`src/rtl/button_press_classifier_if.sv`:
```
// ============================================================================
// Module   : button_press_classifier_if
// Brief    : Debounced level in, press-event pulses/count out.
// Revision : 1.0 - initial release
// ============================================================================
`default_nettype none

interface button_press_classifier_if;
    logic       i_Debounced;
    logic       o_Press;
    logic       o_Short_Press;
    logic       o_Long_Press;
    logic       o_Held;
    logic       o_Double_Press;
    logic [7:0] o_Press_Count;

    // master: debounce filter / event consumer side
    modport master (
        output i_Debounced,
        input  o_Press, o_Short_Press, o_Long_Press, o_Held, o_Double_Press, o_Press_Count
    );

    // slave: the classifier itself
    modport slave (
        input  i_Debounced,
        output o_Press, o_Short_Press, o_Long_Press, o_Held, o_Double_Press, o_Press_Count
    );
endinterface

`default_nettype wire

```
`src/rtl/button_press_classifier.sv`:
```
// ============================================================================
// Module   : button_press_classifier
// Brief    : Counts presses and classifies them short/long (and double when
//            DOUBLE_PRESS_EN is defined). All outputs are registered.
// Revision : 1.0 - initial release
// ============================================================================
`default_nettype none

module button_press_classifier #(
    parameter int LONG_PRESS_CYCLES = 25_000_000,
    parameter int DOUBLE_GAP_CYCLES = 6_250_000
) (
    input  logic                          i_Clk,
    input  logic                          i_Rst_L,
    button_press_classifier_if.slave      bus
);

    localparam int c_MAX_CYCLES = (LONG_PRESS_CYCLES > DOUBLE_GAP_CYCLES) ?
                                  LONG_PRESS_CYCLES : DOUBLE_GAP_CYCLES;
    localparam int c_CNT_W      = $clog2(c_MAX_CYCLES) + 1;
    localparam logic [c_CNT_W-1:0] c_LONG = c_CNT_W'(LONG_PRESS_CYCLES);

    localparam logic [2:0] c_IDLE        = 3'd0;
    localparam logic [2:0] c_PRESSED     = 3'd1;
    localparam logic [2:0] c_LONG_HELD   = 3'd2;
`ifdef DOUBLE_PRESS_EN
    localparam logic [2:0] c_WAIT_SECOND = 3'd3;
    localparam logic [2:0] c_DBL_HELD    = 3'd4;
    localparam logic [c_CNT_W-1:0] c_GAP = c_CNT_W'(DOUBLE_GAP_CYCLES);
`endif

    logic [2:0]         r_state, w_state_nxt;
    logic [c_CNT_W-1:0] r_cnt, w_cnt_nxt, w_cnt_inc;
    logic               r_prev;
    logic               w_rise;

    logic w_press, w_short, w_long, w_held, w_double;
    logic r_press, r_short, r_long, r_held, r_double;
    logic [7:0] r_press_count;

    // Previous sample resets to 1 so a button held through reset is not a press
    assign w_rise    = bus.i_Debounced & ~r_prev;
    assign w_cnt_inc = r_cnt + 1'b1;

    always_ff @(posedge i_Clk or negedge i_Rst_L) begin
        if (!i_Rst_L) begin
            r_state       <= c_IDLE;
            r_cnt         <= '0;
            r_prev        <= 1'b1;
            r_press       <= 1'b0;
            r_short       <= 1'b0;
            r_long        <= 1'b0;
            r_held        <= 1'b0;
            r_double      <= 1'b0;
            r_press_count <= 8'd0;
        end else begin
            r_state       <= w_state_nxt;
            r_cnt         <= w_cnt_nxt;
            r_prev        <= bus.i_Debounced;
            r_press       <= w_press;
            r_short       <= w_short;
            r_long        <= w_long;
            r_held        <= w_held;
            r_double      <= w_double;
            r_press_count <= r_press_count + {7'd0, w_press};
        end
    end

    always_comb begin
        w_state_nxt = r_state;
        w_cnt_nxt   = r_cnt;
        case (r_state)
            c_IDLE: begin
                if (w_rise) begin
                    w_state_nxt = c_PRESSED;
                    w_cnt_nxt   = c_CNT_W'(1);
                end
            end
            c_PRESSED: begin
                if (bus.i_Debounced) begin
                    w_cnt_nxt = w_cnt_inc;
                    if (w_cnt_inc == c_LONG) w_state_nxt = c_LONG_HELD;
                end else begin
`ifdef DOUBLE_PRESS_EN
                    // Release sample is the first low sample of the gap
                    w_state_nxt = c_WAIT_SECOND;
                    w_cnt_nxt   = c_CNT_W'(1);
`else
                    w_state_nxt = c_IDLE;
`endif
                end
            end
            c_LONG_HELD: begin
                if (!bus.i_Debounced) w_state_nxt = c_IDLE;
            end
`ifdef DOUBLE_PRESS_EN
            c_WAIT_SECOND: begin
                if (bus.i_Debounced) begin
                    w_state_nxt = c_DBL_HELD;
                end else begin
                    w_cnt_nxt = w_cnt_inc;
                    if (w_cnt_inc == c_GAP) w_state_nxt = c_IDLE;
                end
            end
            c_DBL_HELD: begin
                if (!bus.i_Debounced) w_state_nxt = c_IDLE;
            end
`endif
            default: begin
                w_state_nxt = c_IDLE;
                w_cnt_nxt   = '0;
            end
        endcase
    end

    always_comb begin
        w_press  = (r_state == c_IDLE) && w_rise;
        w_long   = (r_state == c_PRESSED) && bus.i_Debounced && (w_cnt_inc == c_LONG);
        w_held   = w_long || ((r_state == c_LONG_HELD) && bus.i_Debounced);
        w_short  = 1'b0;
        w_double = 1'b0;
`ifdef DOUBLE_PRESS_EN
        if (r_state == c_WAIT_SECOND) begin
            w_press  = bus.i_Debounced;
            w_double = bus.i_Debounced;
            w_short  = !bus.i_Debounced && (w_cnt_inc == c_GAP);
        end
`else
        w_short  = (r_state == c_PRESSED) && !bus.i_Debounced;
`endif
    end

    assign bus.o_Press        = r_press;
    assign bus.o_Short_Press  = r_short;
    assign bus.o_Long_Press   = r_long;
    assign bus.o_Held         = r_held;
    assign bus.o_Press_Count  = r_press_count;
`ifdef DOUBLE_PRESS_EN
    assign bus.o_Double_Press = r_double;
`else
    assign bus.o_Double_Press = 1'b0;
`endif

endmodule

`default_nettype wire

```
`src/flat_wrapper.sv`:
```
// flat-port wrapper written by rule: the top's interface ports become plain ports
module button_press_classifier_flat 
#(
    parameter int LONG_PRESS_CYCLES = 25_000_000,
    parameter int DOUBLE_GAP_CYCLES = 6_250_000
)
  (i_Clk, i_Rst_L, bus_i_Debounced, bus_o_Press, bus_o_Short_Press, bus_o_Long_Press, bus_o_Held, bus_o_Double_Press, bus_o_Press_Count);
  button_press_classifier_if bus_i ();
  input  logic i_Clk;
  input  logic i_Rst_L;
  input wire logic [$bits(bus_i.i_Debounced)-1:0] bus_i_Debounced;
  output wire logic [$bits(bus_i.o_Press)-1:0] bus_o_Press;
  output wire logic [$bits(bus_i.o_Short_Press)-1:0] bus_o_Short_Press;
  output wire logic [$bits(bus_i.o_Long_Press)-1:0] bus_o_Long_Press;
  output wire logic [$bits(bus_i.o_Held)-1:0] bus_o_Held;
  output wire logic [$bits(bus_i.o_Double_Press)-1:0] bus_o_Double_Press;
  output wire logic [$bits(bus_i.o_Press_Count)-1:0] bus_o_Press_Count;
  assign bus_i.i_Debounced = bus_i_Debounced;
  assign bus_o_Press = bus_i.o_Press;
  assign bus_o_Short_Press = bus_i.o_Short_Press;
  assign bus_o_Long_Press = bus_i.o_Long_Press;
  assign bus_o_Held = bus_i.o_Held;
  assign bus_o_Double_Press = bus_i.o_Double_Press;
  assign bus_o_Press_Count = bus_i.o_Press_Count;
  button_press_classifier #(.LONG_PRESS_CYCLES(LONG_PRESS_CYCLES), .DOUBLE_GAP_CYCLES(DOUBLE_GAP_CYCLES)) u_core (.i_Clk(i_Clk), .i_Rst_L(i_Rst_L), .bus(bus_i));
endmodule
```
`config.mk`:
```
export PLATFORM = sky130hd
export DESIGN_NAME = button_press_classifier_flat
export DESIGN_NICKNAME = d
export VERILOG_FILES = /design/src/rtl/button_press_classifier_if.sv /design/src/rtl/button_press_classifier.sv /design/src/flat_wrapper.sv
export SDC_FILE = /design/constraint.sdc
export NUM_CORES = 1
export LEC_CHECK = 0
export BUFFER_PORTS_ARGS = -buffer_cell sky130_fd_sc_hd__buf_2
export CAP_MARGIN = 20
export CELL_PAD_IN_SITES_DETAIL_PLACEMENT = 0
export CELL_PAD_IN_SITES_GLOBAL_PLACEMENT = 1
export CORE_MARGIN = 2
export CORE_UTILIZATION = 50
export DETAILED_ROUTE_END_ITERATION = 8
export PLACE_DENSITY = 0.9
export SLEW_MARGIN = 20
export SYNTH_ARGS = -nofsm -noshare
export SYNTH_HDL_FRONTEND = slang
export SYNTH_SLANG_ARGS = --single-unit
```
`constraint.sdc`:
```
create_clock -name i_Clk -period 3.7 [get_ports i_Clk]
set_input_delay 0.555 -clock i_Clk [delete_from_list [all_inputs] [get_ports i_Clk]]
set_output_delay 0.555 -clock i_Clk [all_outputs]
set_load 0.01 [all_outputs]
```
; Word-level counts from Yosys, hierarchy flattened
; Cells that the tools add are included.
[totals]
ramBits = 0
n_memories = 0
regBits = 42
word_cells = 38
inputBits = 3
romBits = 0
latchBits = 0
[classes]
bitwise_logic = 3
mul = 0
eq_ne = 7
n_shift = 0
add_sub_neg = 2
mux = 8
div_mod_pow = 0
n_reduce_logical = 10
magnitude_cmp = 0
[ops]
columns = op, count
row1 = 26-bit case mux with 3 select lines, 1
row2 = 26-bit two-way mux, 2
row3 = "26-bit by 1-bit adder with 26-bit output, second input constant", 1
row4 = "26-bit by 25-bit equality test with 1-bit output, second input constant", 1
row5 = 3-bit two-way mux, 4
row6 = 3-bit case mux with 3 select lines, 1
row7 = 8-bit by 1-bit adder with 8-bit output, 1
row8 = 3-bit AND reduction, 2
row9 = 1-bit logical AND, 5
row10 = "2-bit inequality test, second input constant", 2
row11 = "3-bit by 1-bit equality test with 1-bit output, second input constant", 1
row12 = "3-bit by 2-bit equality test with 1-bit output, second input constant", 1
row13 = 3-bit logical NOT, 1
row14 = "3-bit by 2-bit inequality test with 1-bit output, second input constant", 1
row15 = "2-bit by 1-bit inequality test with 1-bit output, second input constant", 1
row16 = 1-bit inverter, 2
row17 = 1-bit AND, 1
row18 = 1-bit logical NOT, 1
row19 = 1-bit logical OR, 1

; Longest topological paths before layout
[depth]
word_depth = 5
depth_mapped = 8
ltp_nobuf = 8

; Worst setup path after synthesis
; Ideal clock, no wire load.
[synth_path]
path_type = reg-to-reg
from = register u_core.r_cnt[1]
to = register u_core.r_held (netlist: u_core.bus.o_Held)
t_required_ns = 3.581
period_less_slack_ns = 2.312
path_stages_with_launch = 9
path_slack_ns = 1.388
t_arrival_ns = 2.193
path_buffers = 0
path_cell_list = dfrtp_1 -> ha_1 -> nand4_4 -> nor4_4 -> a21oi_1 -> o211a_1 -> o32ai_1 -> nor4_2 -> o21a_1
[synth_via]
elab_chain_cells = 4
[synth_lines]
columns = element, line
row1 = "start, declared", button_press_classifier.sv:33  ; logic [c_CNT_W-1:0] r_cnt, w_cnt_nxt, w_cnt_inc;
row2 = "start signal, assigned", button_press_classifier.sv:58  ; r_cnt <= w_cnt_nxt;
row3 = 26-bit by 1-bit adder with 26-bit output, button_press_classifier.sv:43  ; assign w_cnt_inc = r_cnt + 1'b1;
row4 = 26-bit by 25-bit equality test with 1-bit output, button_press_classifier.sv:118  ; w_long = (r_state == c_PRESSED) && bus.i_Debounced && (w_cnt_inc == c_LONG);
row5 = 1-bit logical AND, button_press_classifier.sv:118
row6 = 1-bit logical OR, button_press_classifier.sv:119  ; w_held = w_long || ((r_state == c_LONG_HELD) && bus.i_Debounced);
row7 = named net u_core.w_held, button_press_classifier.sv:37  ; logic w_press, w_short, w_long, w_held, w_double;
row8 = "end signal, assigned", button_press_classifier.sv:63  ; r_held <= w_held;
row9 = "end, declared", button_press_classifier.sv:38  ; logic r_press, r_short, r_long, r_held, r_double;
; The timed path passes the listed nets, and every way through them passes these cells.
; A chain may end at the register's enable or synchronous reset.

; Final worst setup path
[layout_path]
from = register u_core.r_cnt[0]
to = register u_core.r_state[1]
[layout_via]
elab_chain_cells = 4
[layout_lines]
columns = element, line
row1 = 26-bit by 1-bit adder with 26-bit output, button_press_classifier.sv:43
row2 = 26-bit by 25-bit equality test with 1-bit output, button_press_classifier.sv:82  ; if (w_cnt_inc == c_LONG) w_state_nxt = c_LONG_HELD;
row3 = 3-bit by 2-bit inequality test with 1-bit output (no line), n/a
row4 = 3-bit AND reduction (no line), n/a
row5 = "end signal, assigned", button_press_classifier.sv:47  ; r_state <= c_IDLE;
row6 = "end signal, assigned", button_press_classifier.sv:57  ; r_state <= w_state_nxt;
row7 = "end, declared", button_press_classifier.sv:32  ; logic [2:0] r_state, w_state_nxt;
; Every way passes these cells.

==> results.md <==
* Max_cap viols at 0
* Die span in y at a little over 70 um
* Reg2reg end: u_core.r_state[1]$_DFFE_PN0P_
* Post-DP HPWL at approximately 3400 um
* Design area at about 2500 um^2
* Netlist cell types at between 50 and 60
* Post-synthesis cell count at ~260
* Latest clock arrival within the worst-skew pair at around 0.30 ns
* First drt pass iteration count at 4
* Data required, critical path at between 3 and 4 ns
* Commonest cells after routing, fill and taps aside: 40 x dfrtp_1, 32 x o21ai_0, 26 x nor2_1
* Clk sink count at 41
* Max-slew violations at 0
* Drt initial violations at ~180
* RSZ-0062 raised after global routing: no
* Final setup fails at 0
* Final #Nets at 271
* GR Layer Usage met3 at 0.0292
* Register area share after synthesis at 0.439
* CP Capture Type: flip-flop
* Critical Path AT at about 2.9 ns
* Yosys Warn Count at 0
* Placement Cell Area at 2420 um^2
* Initial core utilization at 0.526
* TritonCTS clock tree: built
* Top FF cell, synth: dfrtp_1
* DIE AREA at around 5200 um^2
* Layout fillers at 397
* Internal power at around 0.68 mW
* Clock network fraction of total power at 0.312
* Syn avg cell area at a little over 9 um^2
* Boundary pin count at 16
* Outcome: completed
* Number of gates resized after cts at 0
* GRT Resource Usage Total at 0.218
* H-tree Lvls at 2
* Number of global-route vias before repair at approximately 1800
* PwrDens at slightly below 400 nW/um^2
* Detail-routed via count per cell at roughly 6.2
* Antenna diodes at 0
* Leak Pwr at 1.03 nW
* First-pass GRT wire length at roughly 9000 um
* # rows at 24
* CP Class: flip-flop to flip-flop
* Routing usage on met1 at 0.327
* Flop2flop setup slack at about 1 ns
* Layout cells sized above 1 at 0.132
* Grt met2 use at 0.322
* Grt total ovfl at 0
* Area Growth Syn to Fin at 7.27%
* Ys async rst share at 1.00
* Switching Fraction at 0.311
* Max Clk Rate at 371 MHz
* Slew at the pin closest to its max-slew limit at about 0.91 ns
* DR WL/cell at approximately 16 um
* Total CTS buffers at 5
* Die Width at roughly 72 um
* Overall power at 0.986 mW
* DR vias at just under 2000
* CTS max path bufs at 2
* RePlAce Congestion at 0.857
* Hold crit path type: input port to async pin
* GR peak layer: met1
* Switch Pwr at ~0.31 mW
* DRC viols at 0
* Crit Path Max Fanout at 9
* Root Driver: clkbuf_8
* Worst vdd ir at 0.323 mV
* Hold_buf cts at 0
* Antenna violations before repair at 0
* FF+latch count, synth at about 40
* Leading cell type in the layout, fill and taps excluded: dfrtp_1
* Reg2reg path depth at 8
* Final hold vios at 0
* Period utilization at 0.728
* ANT nets after route at 0
* Rel. slew slack at 0.396
* Setup_tns at 0 ns
* Pin count of the biggest net entering global routing at 42
* Post-CTS setup buffer count at 0
* Startpoint type of the worst setup path: flip-flop
* Core box area at between 4000 and 5000 um^2
* Sequential share of power at 0.544
* Buffers on Ports at 14
* EDFF count, synth at 0
* CTS clk-pin slew, worst paths at around 0.08 ns
* Clock Skew at roughly 0.0051 ns
* Syn nets at 264
* Gate power share at 0.144
* Reg-to-reg startpoint: u_core.r_cnt[0]$_DFFE_PN0P_
* Final WL at between 5000 and 6000 um
* Mapped cell area at 2340 um^2
* Tmin final at between 2 and 3 ns
-- worst max-delay path by stage --
stage / cells past startpoint / slack (ns) / end / from
2_1_floorplan: 8 / 1.39 / u_core.bus.o_Held$_DFF_PN0_ / u_core.r_cnt[1]$_DFFE_PN0P_
3_3_place_gp: 8 / 1.08 / u_core.bus.o_Held$_DFF_PN0_ / u_core.r_cnt[0]$_DFFE_PN0P_
3_5_place_dp: 8 / 1.04 / u_core.r_state[1]$_DFFE_PN0P_ / u_core.r_cnt[0]$_DFFE_PN0P_
4_1_cts: 8 / 1.00 / u_core.r_state[1]$_DFFE_PN0P_ / u_core.r_cnt[0]$_DFFE_PN0P_
5_1_grt: 8 / 0.77 / u_core.r_state[1]$_DFFE_PN0P_ / u_core.r_cnt[0]$_DFFE_PN0P_
6_report: 8 / 1.01 / u_core.r_state[1]$_DFFE_PN0P_ / u_core.r_cnt[0]$_DFFE_PN0P_
-- area by class of cell --
type                            count  area (um^2)  area share
Sequential cell                    41         1030       0.409
Timing Repair Buffer               16         85.1      0.0339
Inverter                            4         15.0     0.00598
Multi-Input combinational cell    197         1230       0.489
Tap cell                           52         65.1      0.0259
Clock inverter                      3         22.5     0.00897
Clock buffer                        5         68.8      0.0274
-- flip-flops by register name, indices dropped and copies added, names as in the netlist --
name / flops
u_core.r_state: 2
u_core.bus.o_Press_Count: 8
u_core.bus.o_Held: 1
u_core.r_prev: 1
u_core.bus.o_Long_Press: 1
u_core.bus.o_Short_Press: 1
u_core.r_cnt: 26
u_core.bus.o_Press: 1
-- synth_stat cells, types with 2 or more instances --
master	n	area share
nor3b_1	2	0.0064
o31ai_1	9	0.029
o22ai_1	2	0.0053
nor2b_1	3	0.0080
o21ai_0	32	0.068
inv_1	4	0.0064
and2_1	2	0.0053
xor2_1	2	0.0075
xnor2_1	6	0.022
a21o_1	3	0.0096
o21a_1	4	0.013
ha_1	3	0.016
nand4_1	9	0.024
nand3_1	11	0.024
nor3_1	6	0.013
clkbuf_1	9	0.014
a21oi_1	7	0.015
and4_1	2	0.0075
buf_2	3	0.0064
nor2_1	26	0.042
and3_1	3	0.0080
nand2b_1	2	0.0053
nor4_2	2	0.011
nand2_1	24	0.039
or2_2	2	0.0053
nor4_1	4	0.011
dfrtp_1	40	0.43
o41ai_1	5	0.019
a31oi_1	3	0.0080
clkbuf_2	3	0.0064
-- power by group through the flow --
stage	Sequential [mW]	Combinational (mW)	Clock, mW
after floorplan	0.544	0.0865	0
after global placement	0.543	0.144	0
after detailed placement	0.546	0.145	0
after CTS	0.537	0.146	0.314
after global routing	0.547	0.162	0.328
final	0.536	0.142	0.307
-- metrics by stage --
| step | std cells | worst slack (ns) | hold slack (ns) | util |
|---|---|---|---|---|
| 6_report | 318 | 1.01 | 0.375 | 0.565 |
| 5_1_grt | 318 | 0.774 | 0.400 | 0.565 |
| 4_1_cts | 318 | 1.00 | 0.394 | 0.565 |
| 3_5_place_dp | 310 | 1.04 | 0.460 | 0.544 |
| 3_3_place_gp | 310 | 1.08 | 0.456 | 0.544 |
| 2_1_floorplan | 258 | 1.39 | 0.259 | - |
-- worst max-delay path: stages (launching register included) --
cell	delay [ns]
dfrtp_1	0.50
ha_1	0.35
nand2_1	0.22
nor4b_1	0.44
o221ai_1	0.24
a221oi_2	0.25
o2111ai_2	0.19
nor4_2	0.30
o21a_1	0.15
-- cell families after synthesis --
| family | share of synthesized area |
|---|---|
| muxes | 0.00428 |
| buffers and inverters | 0.0369 |
| AOI/OAI and AO/OA | 0.220 |
| xor gates and xnor gates | 0.0299 |
| and+or+nand+nor | 0.252 |
| adders and majority gates | 0.0160 |
| DFF | 0.439 |
| other | 0.00160 |
-- per-layer routing --
| layer | vias to the layer above | share of wire | wire (um) |
|---|---|---|---|
| met5 | - | 0 | 0 |
| met4 | 0 | 0.016 | 81 |
| met3 | 7 | 0.035 | 177 |
| met2 | 38 | 0.44 | 2250 |
| met1 | 955 | 0.51 | 2590 |
| li1 | 973 | - | - |
Note: power is estimated with default switching activity, not from simulation.
